## config.mk

```make
export PLATFORM = sky130hd
export DESIGN_NAME = muldiv_sequencer
export DESIGN_NICKNAME = d
export VERILOG_FILES = /design/src/rtl/muldiv_sequencer.sv
export SDC_FILE = /design/constraint.sdc
export NUM_CORES = 1
export LEC_CHECK = 0
export CAP_MARGIN = 20
export CELL_PAD_IN_SITES_DETAIL_PLACEMENT = 0
export CELL_PAD_IN_SITES_GLOBAL_PLACEMENT = 1
export CORE_MARGIN = 3
export CORE_UTILIZATION = 35
export CTS_BUF_LIST = sky130_fd_sc_hd__clkbuf_16
export DETAILED_ROUTE_END_ITERATION = 8
export PLACE_DENSITY = 0.66
export REMOVE_ABC_BUFFERS = 1
export SLEW_MARGIN = 30
export SYNTH_ARGS = -nofsm -noshare
export SYNTH_HDL_FRONTEND = slang
export SYNTH_SLANG_ARGS = --single-unit
export TNS_END_PERCENT = 5
```

## constraint.sdc

```tcl
create_clock -name clk -period 7.7 [get_ports clk]
set_clock_uncertainty 0.05 [all_clocks]
set_input_delay 1.155 -clock clk [delete_from_list [all_inputs] [get_ports clk]]
set_output_delay 1.155 -clock clk [all_outputs]
set_load 0.05 [all_outputs]
```

## src/rtl/muldiv_sequencer.sv

```systemverilog
// rtl/muldiv_sequencer.sv - iterative mult/multu/div/divu unit owning the HI/LO pair
//
// Ports:
//   clk, rst_n          clock (rising edge), asynchronous active-low reset
//   start, op           issue request (sampled in IDLE); 00 mult, 01 multu, 10 div, 11 divu
//   inA, inB            multiplicand/dividend, multiplier/divisor
//   cancel              flush the in-flight operation
//   hi_we, lo_we, wdata mthi/mtlo writes, honoured only in IDLE
//   busy, done          operation in flight; one-cycle completion pulse
//   hi, lo              architectural HI/LO registers
module muldiv_sequencer #(
  parameter int WIDTH = 32,
  parameter int CNT_W = 5
) (
  input  logic             clk,
  input  logic             rst_n,
  input  logic             start,
  input  logic [1:0]       op,
  input  logic [WIDTH-1:0] inA,
  input  logic [WIDTH-1:0] inB,
  input  logic             cancel,
  input  logic             hi_we,
  input  logic             lo_we,
  input  logic [WIDTH-1:0] wdata,
  output logic             busy,
  output logic             done,
  output logic [WIDTH-1:0] hi,
  output logic [WIDTH-1:0] lo
);

  typedef enum logic [1:0] {IDLE, CALC, FIX} state_t;

  state_t             state;
  logic [CNT_W-1:0]   cnt;
  logic [1:0]         op_r;
  logic               sign_a;
  logic               sign_b;
  logic [WIDTH-1:0]   opa;   // multiplicand, or dividend shifted out MSB-first
  logic [WIDTH-1:0]   opb;   // multiplier shifted out LSB-first, or divisor
  logic [2*WIDTH-1:0] acc;   // product, or {remainder, quotient}

  // Operand capture: signed ops take magnitudes and remember the signs.
  logic             in_signed;
  logic             neg_a;
  logic             neg_b;
  logic [WIDTH-1:0] abs_a;
  logic [WIDTH-1:0] abs_b;

  assign in_signed = ~op[0];
  assign neg_a     = in_signed & inA[WIDTH-1];
  assign neg_b     = in_signed & inB[WIDTH-1];
  assign abs_a     = neg_a ? (~inA + 1'b1) : inA;
  assign abs_b     = neg_b ? (~inB + 1'b1) : inB;

  // Multiply step: conditional add into the upper half, then shift the
  // 65-bit {carry, acc} right by one.
  logic [WIDTH:0]     mul_sum;
  logic [2*WIDTH-1:0] mul_next;

  assign mul_sum  = {1'b0, acc[2*WIDTH-1:WIDTH]} + (opb[0] ? {1'b0, opa} : {(WIDTH+1){1'b0}});
  assign mul_next = {mul_sum, acc[WIDTH-1:1]};

  // Divide step: the shifted remainder can reach 2*divisor-1, so it needs
  // one extra bit, and the trial subtract one more for the borrow.
  logic [WIDTH:0]     rem_sh;
  logic [WIDTH+1:0]   diff;
  logic               fits;
  logic [WIDTH-1:0]   rem_next;
  logic [2*WIDTH-1:0] div_next;

  assign rem_sh   = {acc[2*WIDTH-1:WIDTH], opa[WIDTH-1]};
  assign diff     = {1'b0, rem_sh} - {2'b00, opb};
  assign fits     = ~diff[WIDTH+1];
  assign rem_next = fits ? diff[WIDTH-1:0] : rem_sh[WIDTH-1:0];
  assign div_next = {rem_next, acc[WIDTH-2:0], fits};

  // Sign correction applied in FIX.
  logic [2*WIDTH-1:0] prod_fix;
  logic [WIDTH-1:0]   quo_fix;
  logic [WIDTH-1:0]   rem_fix;

  assign prod_fix = (sign_a ^ sign_b) ? (~acc + 1'b1) : acc;
  assign quo_fix  = (sign_a ^ sign_b) ? (~acc[WIDTH-1:0] + 1'b1) : acc[WIDTH-1:0];
  assign rem_fix  = sign_a ? (~acc[2*WIDTH-1:WIDTH] + 1'b1) : acc[2*WIDTH-1:WIDTH];

  always_ff @(posedge clk or negedge rst_n) begin
    if (!rst_n) begin
      state  <= IDLE;
      cnt    <= '0;
      op_r   <= '0;
      sign_a <= 1'b0;
      sign_b <= 1'b0;
      opa    <= '0;
      opb    <= '0;
      acc    <= '0;
      busy   <= 1'b0;
      done   <= 1'b0;
      hi     <= '0;
      lo     <= '0;
    end else begin
      done <= 1'b0;
      case (state)
        IDLE: begin
          if (hi_we) hi <= wdata;
          if (lo_we) lo <= wdata;
          // cancel in IDLE has no effect except to drop a simultaneous start
          if (start && !cancel) begin
            op_r   <= op;
            sign_a <= neg_a;
            sign_b <= neg_b;
            opa    <= abs_a;
            opb    <= abs_b;
            acc    <= '0;
            cnt    <= '0;
            busy   <= 1'b1;
            state  <= CALC;
          end
        end
        CALC: begin
          if (cancel) begin
            busy  <= 1'b0;
            state <= IDLE;
          end else begin
            if (op_r[1]) begin
              acc <= div_next;
              opa <= {opa[WIDTH-2:0], 1'b0};
            end else begin
              acc <= mul_next;
              opb <= {1'b0, opb[WIDTH-1:1]};
            end
            cnt <= cnt + 1'b1;
            if (&cnt) state <= FIX;
          end
        end
        FIX: begin
          busy  <= 1'b0;
          state <= IDLE;
          if (!cancel) begin
            done <= 1'b1;
            if (op_r[1]) begin
              hi <= rem_fix;
              lo <= quo_fix;
            end else begin
              hi <= prod_fix[2*WIDTH-1:WIDTH];
              lo <= prod_fix[WIDTH-1:0];
            end
          end
        end
        default: begin
          busy  <= 1'b0;
          state <= IDLE;
        end
      endcase
    end
  end

endmodule

```

; Word level (Yosys, flattened, before mapping)
; Cells that the tools add are included.
[totals]
regBits = 205
output_inout_bits = 66
in_bits = 104
[op_classes]
reduce_logical = 14
add_sub_neg = 8
eq_ne = 11
bitwise_logic = 10
muxes = 39
[ops]
columns = cell, n
row1 = two-way mux 32 bit, 18
row2 = two-way mux 64 bit, 4
row3 = case mux 32 bit (2 select lines), 4
row4 = "adder 32 x 1 -> 32 bit, second input constant", 4
row5 = NOT 32 bit, 4
row6 = case mux 64 bit (2 select lines), 1
row7 = "adder 64 x 1 -> 64 bit, second input constant", 1
row8 = NOT 64 bit, 1
row9 = subtractor 33 x 32 -> 34 bit, 1
row10 = adder 32 x 32 -> 33 bit, 1
row11 = "!= test 2 bit, second input constant", 8
row12 = two-way mux 5 bit, 2
row13 = case mux 5 bit (2 select lines), 1
row14 = AND reduction 3 bit, 3
row15 = AND reduction 4 bit, 2
row16 = two-way mux 2 bit, 3
row17 = AND reduction 2 bit, 3
row18 = "adder 5 x 1 -> 5 bit, second input constant", 1
row19 = AND reduction 5 bit, 1
row20 = two-way mux 1 bit, 4
row21 = case mux 2 bit (2 select lines), 1
row22 = nonzero test 2 bit, 2
row23 = "!= test 3 bit, second input constant", 1
row24 = bitwise AND 1 bit, 2
row25 = 8 further kinds, 9

; Depth between registers and ports, before layout
; Gate-level depths: netlist of run 1.
[logic_depth]
depth_word = 6
mapped_depth = 14

; Worst setup path after synthesis of run 1
; Ideal clock, no wire load.
[synth_timing]
path_kind = in2reg
from = input inA[20]
to = register opa[30]
t_arrival_ns = 3.370
t_required_ns = 7.573
slack_ns = 4.203
path_buffers = 0
setup_time_ns = 0.077
stages = 8
path_cell_list = or4_4 or3_4 or3_4 or4_4 o31ai_4 xnor2_1 o22ai_2 o21ai_1
[synth_via]
elab_chain_cells = 5
[synth_lines]
columns = item, line
row1 = "start, declared", 19  ; input logic [WIDTH-1:0] inA,
row2 = NOT 32 bit, 52  ; assign abs_a = neg_a ? (~inA + 1'b1) : inA;
row3 = adder 32 x 1 -> 32 bit, 52
row4 = two-way mux 32 bit, 52
row5 = two-way mux 32 bit, 107  ; if (start && !cancel) begin
row6 = case mux 32 bit (2 select lines), 102  ; case (state)
row7 = "end signal, assigned", 111  ; opa <= abs_a;
row8 = "end signal, assigned", 126  ; opa <= {opa[WIDTH-2:0], 1'b0};
row9 = "end, declared", 38  ; logic [WIDTH-1:0] opa;
; No other way between the ends. The select of a mux whose other input is x is not followed.
; A chain may end at the register's enable or synchronous reset.

; Final worst setup path of run 1
[layout_timing]
from = input cancel
to = register acc[60]
[layout_via]
elab_chain_cells = 4
[layout_lines]
columns = item, line
row1 = "start, declared", 21  ; input logic cancel,
row2 = zero test 1 bit, --
row3 = logical AND 1 bit, 107
row4 = != test 2 bit (no line), --
row5 = AND reduction 3 bit (no line) *, --
row6 = "end signal, assigned", 125  ; acc <= div_next;
row7 = "end signal, assigned", 128  ; acc <= mul_next;
row8 = "end, declared", 40  ; logic [2*WIDTH-1:0] acc;
; Every way passes the cells marked *; elsewhere a longest branch is shown, timed or not.

==> key figures, run 1 <==
Worst setup path
  • WP data arrival: 4660 ps
  • Reg2reg path depth: 13
  • Worst R2R Start: opb[0]
  • CP startpoint kind: primary input
  • Worst r2r dst: acc[62]
  • Worst R2R Setup Slack: 3550 ps
  • Crit end category: register
  • CP Class: in2reg
  • Crit Path Max Fanout: 64
  • Crit path required time: 8120 ps

Worst hold path
  • Hold Path Stages: 2
  • Hold Crit Class: reg2reg
  • Hold path start: lo[16]
  • Hold Crit Endpoint: lo[16]

Logic synthesis
  • Mapped cell area: 15700 um^2
  • Main synth FF type: dfrtp_1
  • Post-synth cell types: 81
  • Number of synthesized register bits: 204
  • Synthesized instance count: 1931
  • Post-synth EDFFs: 0
  • Async SR Flop Fraction: 100%
  • Post-Syn Area per Cell: 8.12 um^2
  • Seq/Total Area, Yosys: 32.6%
  • Yosys warning count: 0

STA
  • Worst slew pin tran: 970 ps
  • Setup TNS: 0 ps
  • Period minus WS final: 4240 ps
  • Fin. Hold Viols: 0
  • Max Clk Rate: 236 MHz
  • Max-slew violations: 0
  • Final period utilization: 55.0%
  • Slew Limit Headroom: 35.2%
  • # setup viols final: 0
  • RSZ-0062 raised after global routing: no

Final layout
  • Final instance area: 18700 um^2
  • Final Util: 42.9%
  • Proportion of layout cells with a drive suffix above 1: 4.71%
  • Commonest non-fill, non-tap cells in the layout: nand2_1, dfrtp_1, clkdlybuf4s50_1
  • Diodes inserted: 0
  • Final nets: 2219
  • FILL cells: 4398
  • Layout area overhead: 19.4%
  • Most common cell after layout, fill and taps aside: nand2_1

Clock tree
  • Clock-pin slew on the worst setup and hold paths: 60 ps
  • PostCTS Resize Cnt: 0
  • Max clock buf depth: 3
  • Clk sinks: 204
  • Clk Latency, worst-skew pair: 560 ps
  • Hold-fix buffers at CTS: 0
  • Root buffer cell: clkbuf_16
  • CTS tree: built
  • Num CTS Buffers: 26
  • Post CTS Setup Buffer Count: 0
  • H-tree levels: 1

Global route
  • First-pass GRT wire length: 82.1 mm
  • Grt ovf: 0
  • GRT Overall Usage: 21.8%
  • Pin count of the biggest net entering global routing: 104
  • Initial antenna violation count: 1
  • Number of global-route vias before repair: 14600

Power and ir drop
  • Power Density: 313 nW/um^2
  • Worst VDD drop: 0.160 mV
  • Lkg Pwr: 8.23 nW

Detailed routing
  • Via count: 14700
  • Initial drt markers: 1017
  • Antenna viol nets, final: 0
  • DRT Wirelength: 52.6 mm
  • Drt wl/cell: 19.9 um
  • Vias per cell: 5.55
  • DRT Pass-1 Iters: 5
  • DRC viols: 0

Placement
  • Placer congestion estimate: 0.885
  • Post-DP HPWL: 39.3 mm
  • Placed inst area: 17900 um^2
  • Port Buffers: 169

Job
  • Max cap viols: 0

Floorplanning
  • Die ar.: 47400 um^2
  • Initial core utilization: 35.9%
  • Die Y: 218 um
  • Cell row count: 76
  • Die width: 218 um
  • Core area: 43600 um^2
  • IO Pins: 170

Status
  • Status: complete, no violations
worst max-delay path: stages:
cell and delay, ps:
clkdlybuf4s50_1 460, buf_4 360, nor2_1 200, o21ai_4 90
buf_4 480, nor2_1 240, nor2_4 640, buf_4 480
nand2_1 130, nand2_1 90, a21oi_1 50, a22oi_1 230
sequential cells by signal, summed over array words and instances, names as in the netlist:
register,flops
done,1
busy,1
opb,32
sign_a,1
op_r,1
hi,32
cnt,5
state,2
sign_b,1
lo,32
acc,64
opa,32
metal layers:
layer | share of wire, % | GRT usage (%) | wire length, um | vias up
li1 | - | - | - | 7239
met1 | 45 | 28.6 | 23400 | 7041
met2 | 48 | 37.4 | 25200 | 338
met3 | 4.3 | 2.70 | 2260 | 74
met4 | 3.2 | 6.68 | 1700 | 0
met5 | 0 | 0 | 0 | -
how the worst max path moves through the flow:
stage                  from  slack (ps)  depth (start not counted)      end
floorplan           op_r[1]        1220                          8  acc[60]
global placement     cancel        2960                         12  acc[60]
detailed placement   cancel        2840                         12  acc[60]
CTS                  cancel        3430                         12  acc[60]
global route         cancel        3150                         12  acc[60]
finish               cancel        3460                         12  acc[60]
kinds of logic (layout without fill, tap and decap cells):
family	count (synthesis)	after routing	share of synthesized area [%]
DFF	204	204	32.6
AOI/OAI and AO/OA	625	625	25.6
xor gates and xnor gates	167	167	9.33
adders and majority gates	73	73	5.92
muxes	49	49	3.14
buffers and inverters	177	307	4.28
and+or+nand+nor	636	636	19.2
layout make-up:
cell class,instances,area [um^2],area share [%]
Clock inverter,21,135,0.721
Multi-Input combinational cell,1550,9980,53.3
Sequential cell,204,5110,27.3
Clock buffer,26,651,3.47
Inverter,66,248,1.32
Timing Repair Buffer,194,1880,10.1
Tap cell,585,732,3.91
synthesized netlist by cell type, drive strengths merged, types with 6 or more instances:
cell	count	area (um^2)
a221oi	14	123
buf	10	45.0
nand2b	25	156
o22ai	59	375
a21oi	127	643
nor2	165	622
xor2	82	718
xnor2	85	744
a22oi	14	105
nor3b	8	60.1
and2	40	250
a21o	32	240
nor3	29	145
mux2i	47	470
nand4	8	50.1
a211oi	16	120
nand2	234	881
nor2b	17	106
clkbuf	101	379
a31oi	10	62.6
inv	66	248
or3	19	129
and3	16	100
nand3	32	160
o211ai	14	105
o21a	9	67.6
nor4	15	106
dfrtp	204	5100
o31ai	83	637
or4	9	78.8
ha	71	888
or2	6	37.5
o41ai	13	121
o21ai	172	861
power breakdown:
group	switching [mW]	internal, mW	total [mW]	leakage (nW)
registers	0.360	1.28	1.64	2.58
logic	1.85	1.22	3.07	5.24
clock network	0.505	0.645	1.15	0.404
through the flow:
step	cells	setup WS, ps	power [mW]	hold slack, ps
detailed placement	2599	2840	4.71	417
global route	2646	3150	6.28	447
floorplan	1820	1220	3.71	395
finish	2646	3460	5.86	430
CTS	2646	3430	5.89	430
global placement	2599	2960	4.68	407
No activity file was read; power rests on OpenSTA's default activity.
==> run 2: changes to the inputs <==
clock period = 4.4 ns   (was 7.7 ns; I/O delays follow)
==> key figures, run 2 (same netlist as run 1, synthesis figures left out) <==
Detailed routing
  • Via count: 14900 (+1.3%)
  • DRT Wirelength: 53.9 mm (+2.6%)
  • DRC viols: 0 (unchanged)
  • DRT Pass-1 Iters: 5 (unchanged)
  • Vias per cell: 5.55 (about the same)
  • Antenna viol nets, final: 0 (unchanged)
  • Drt wl/cell: 20.1 um (+1.3%)
  • Initial drt markers: 1060 (+4.2%)

Final layout
  • Max reg flops: 64 (unchanged)
  • Diodes inserted: 0 (unchanged)
  • Most common cell after layout, fill and taps aside: nand2_1
  • Final nets: 2257 (+1.7%)
  • FILL cells: 4392 (-0.14%)
  • Multi-input logic area: 9960 um^2 (-0.13%)
  • Final Util: 43.7% (+0.76 points)
  • Most flops, register: acc
  • Commonest non-fill, non-tap cells in the layout: nand2_1, dfrtp_1, clkdlybuf4s50_1
  • Final cell count without fillers: 2682 (+1.4%)
  • Layout area overhead: 21.6%
  • Register area: 5110 um^2 (unchanged)
  • Proportion of layout cells with a drive suffix above 1: 6.20% (+1.5 points)

STA
  • Fin. Hold Viols: 0 (unchanged)
  • RSZ-0062 raised after global routing: no
  • # setup viols final: 0 (unchanged)
  • Max-slew violations: 0 (unchanged)
  • Max Clk Rate: 254 MHz
  • Period minus WS final: 3940 ps
  • Worst slew pin tran: 902 ps (-67.6 ps)
  • Slew Limit Headroom: 39.6% (+4.4 points)
  • Final period utilization: 89.6%

Floorplanning
  • Initial core utilization: 35.9% (unchanged)
  • Die Y: 218 um (unchanged)
  • Die width: 218 um (unchanged)
  • Die ar.: 47400 um^2 (unchanged)
  • Core area: 43600 um^2 (unchanged)
  • Cell row count: 76 (unchanged)
  • IO Pins: 170 (unchanged)

Placement
  • # placed instances: 2636 (+1.4%)
  • Post-DP HPWL: 41.0 mm (+4.5%)
  • Placer congestion estimate: 0.886 (+0.18%)
  • Port Buffers: 169 (unchanged)

Clock tree
  • CTS tree: built
  • PostCTS Resize Cnt: 0 (unchanged)
  • Hold-fix buffers at CTS: 0 (unchanged)
  • H-tree levels: 1 (unchanged)
  • Clk sinks: 204 (unchanged)
  • Clk Latency, worst-skew pair: 570 ps (about the same)
  • Max clock buf depth: 3 (unchanged)
  • Post CTS Setup Buffer Count: 0 (unchanged)
  • Num CTS Buffers: 27 (+3.8%)
  • Clock-pin slew on the worst setup and hold paths: 60 ps (about the same)
  • Root buffer cell: clkbuf_16

Power and ir drop
  • Psw: 4.81 mW (+77%)
  • Switching Share: 45.9% (-0.45 points)
  • Lkg Pwr: 8.44 nW (+2.6%)
  • Power Density: 550 nW/um^2 (+76%)
  • Flop pwr share: 25.9% (-2.1 points)
  • Worst VDD drop: 0.264 mV (+65%)
  • Clk network pwr share: 19.4% (-0.2 points)
  • Power share of the combinational group: 54.6% (+2.2 points)
  • Internal power: 5.68 mW (+80%)

Global route
  • Initial antenna violation count: 1 (unchanged)
  • Pin count of the biggest net entering global routing: 82 (-21%)
  • Grt ovf: 0 (unchanged)
  • GRT Overall Usage: 22.2% (+0.46 points)
  • First-pass GRT wire length: 83.7 mm (+1.8%)
  • Number of global-route vias before repair: 14800 (+1.2%)

Worst setup path
  • Worst R2R Setup Slack: 460 ps (-3090 ps)
  • Worst r2r dst: acc[61]
  • Crit end category: register
  • CP startpoint kind: register
  • Reg2reg path depth: 11 (-2)
  • CP Class: reg2reg
  • Crit path required time: 4810 ps (-3310 ps)
  • Crit Path Max Fanout: 22 (-66%)
  • Worst R2R Start: opb[0]
  • WP data arrival: 4350 ps (-310 ps)

Worst hold path
  • Hold Crit Class: in2async

Status
  • Status: complete, no violations

Job
  • Max cap viols: 0 (unchanged)
run 2: changes by cell type in the layout (fill, tap and decap cells not counted), sizes merged:
cell / previous run / this run
inv: 72 / 73
clkinv: 13 / 11
clkinvlp: 1 / 0
buf: 25 / 62
clkbuf: 27 / 28
run 2: power groups by stage:
stage / Sequential, mW / Clock (mW) / Combinational [mW]
after floorplan: 2.92 / 0 / 3.57
after global placement: 2.75 / 0 / 5.65
after detailed placement: 2.76 / 0 / 5.67
after CTS: 2.72 / 2.10 / 5.70
after global routing: 2.77 / 2.17 / 6.27
final: 2.72 / 2.04 / 5.73
run 2: through the flow:
step	total power, mW	worst slack [ps]	TNS [ps]	instance area, um^2	hold WS (ps)
2_1_floorplan	6.49	-2080	-105350	15300	314
3_3_place_gp	8.40	528	0	18200	406
3_5_place_dp	8.43	479	0	18300	417
4_1_cts	10.5	449	0	19100	16.4
5_1_grt	11.2	249	0	19100	31.5
6_report	10.5	458	0	19100	10.8
run 2: how the worst max path moves through the flow:
stage | start | endpoint
CTS | opb[0] | acc[61]
detailed placement | opb[0] | acc[61]
global placement | opb[0] | acc[61]
finish | opb[0] | acc[61]
floorplan | op_r[1] | acc[60]
global route | opb[0] | acc[61]
run 2: worst max-delay path, stage by stage, from the launching register on:
cell and delay (ps):
dfrtp_1 860, and2_1 220, ha_1 290, a21o_1 190, a21o_1 210, a31o_1 230, a221oi_1 350, nor3b_1 440
nor3_1 140, or3_1 360, xor2_1 160, a221o_1 310
run 2: routing by layer:
| metal | wire, um | vias up | track usage [%] | share of wire, % |
|---|---|---|---|---|
| li1 | - | 7304 | - | - |
| met1 | 23800 | 7161 | 29.1 | 44 |
| met2 | 26400 | 346 | 39.3 | 49 |
| met3 | 2250 | 74 | 2.24 | 4.2 |
| met4 | 1440 | 0 | 5.61 | 2.7 |
| met5 | 0 | - | 0 | 0 |
run 2: area by class of cell:
cell class / instances / area share, %
Timing Repair Buffer: 231 / 11.6
Clock buffer: 27 / 3.54
Clock inverter: 19 / 0.624
Multi-Input combinational cell: 1550 / 52.3
Inverter: 66 / 1.30
Sequential cell: 204 / 26.8
Tap cell: 585 / 3.84
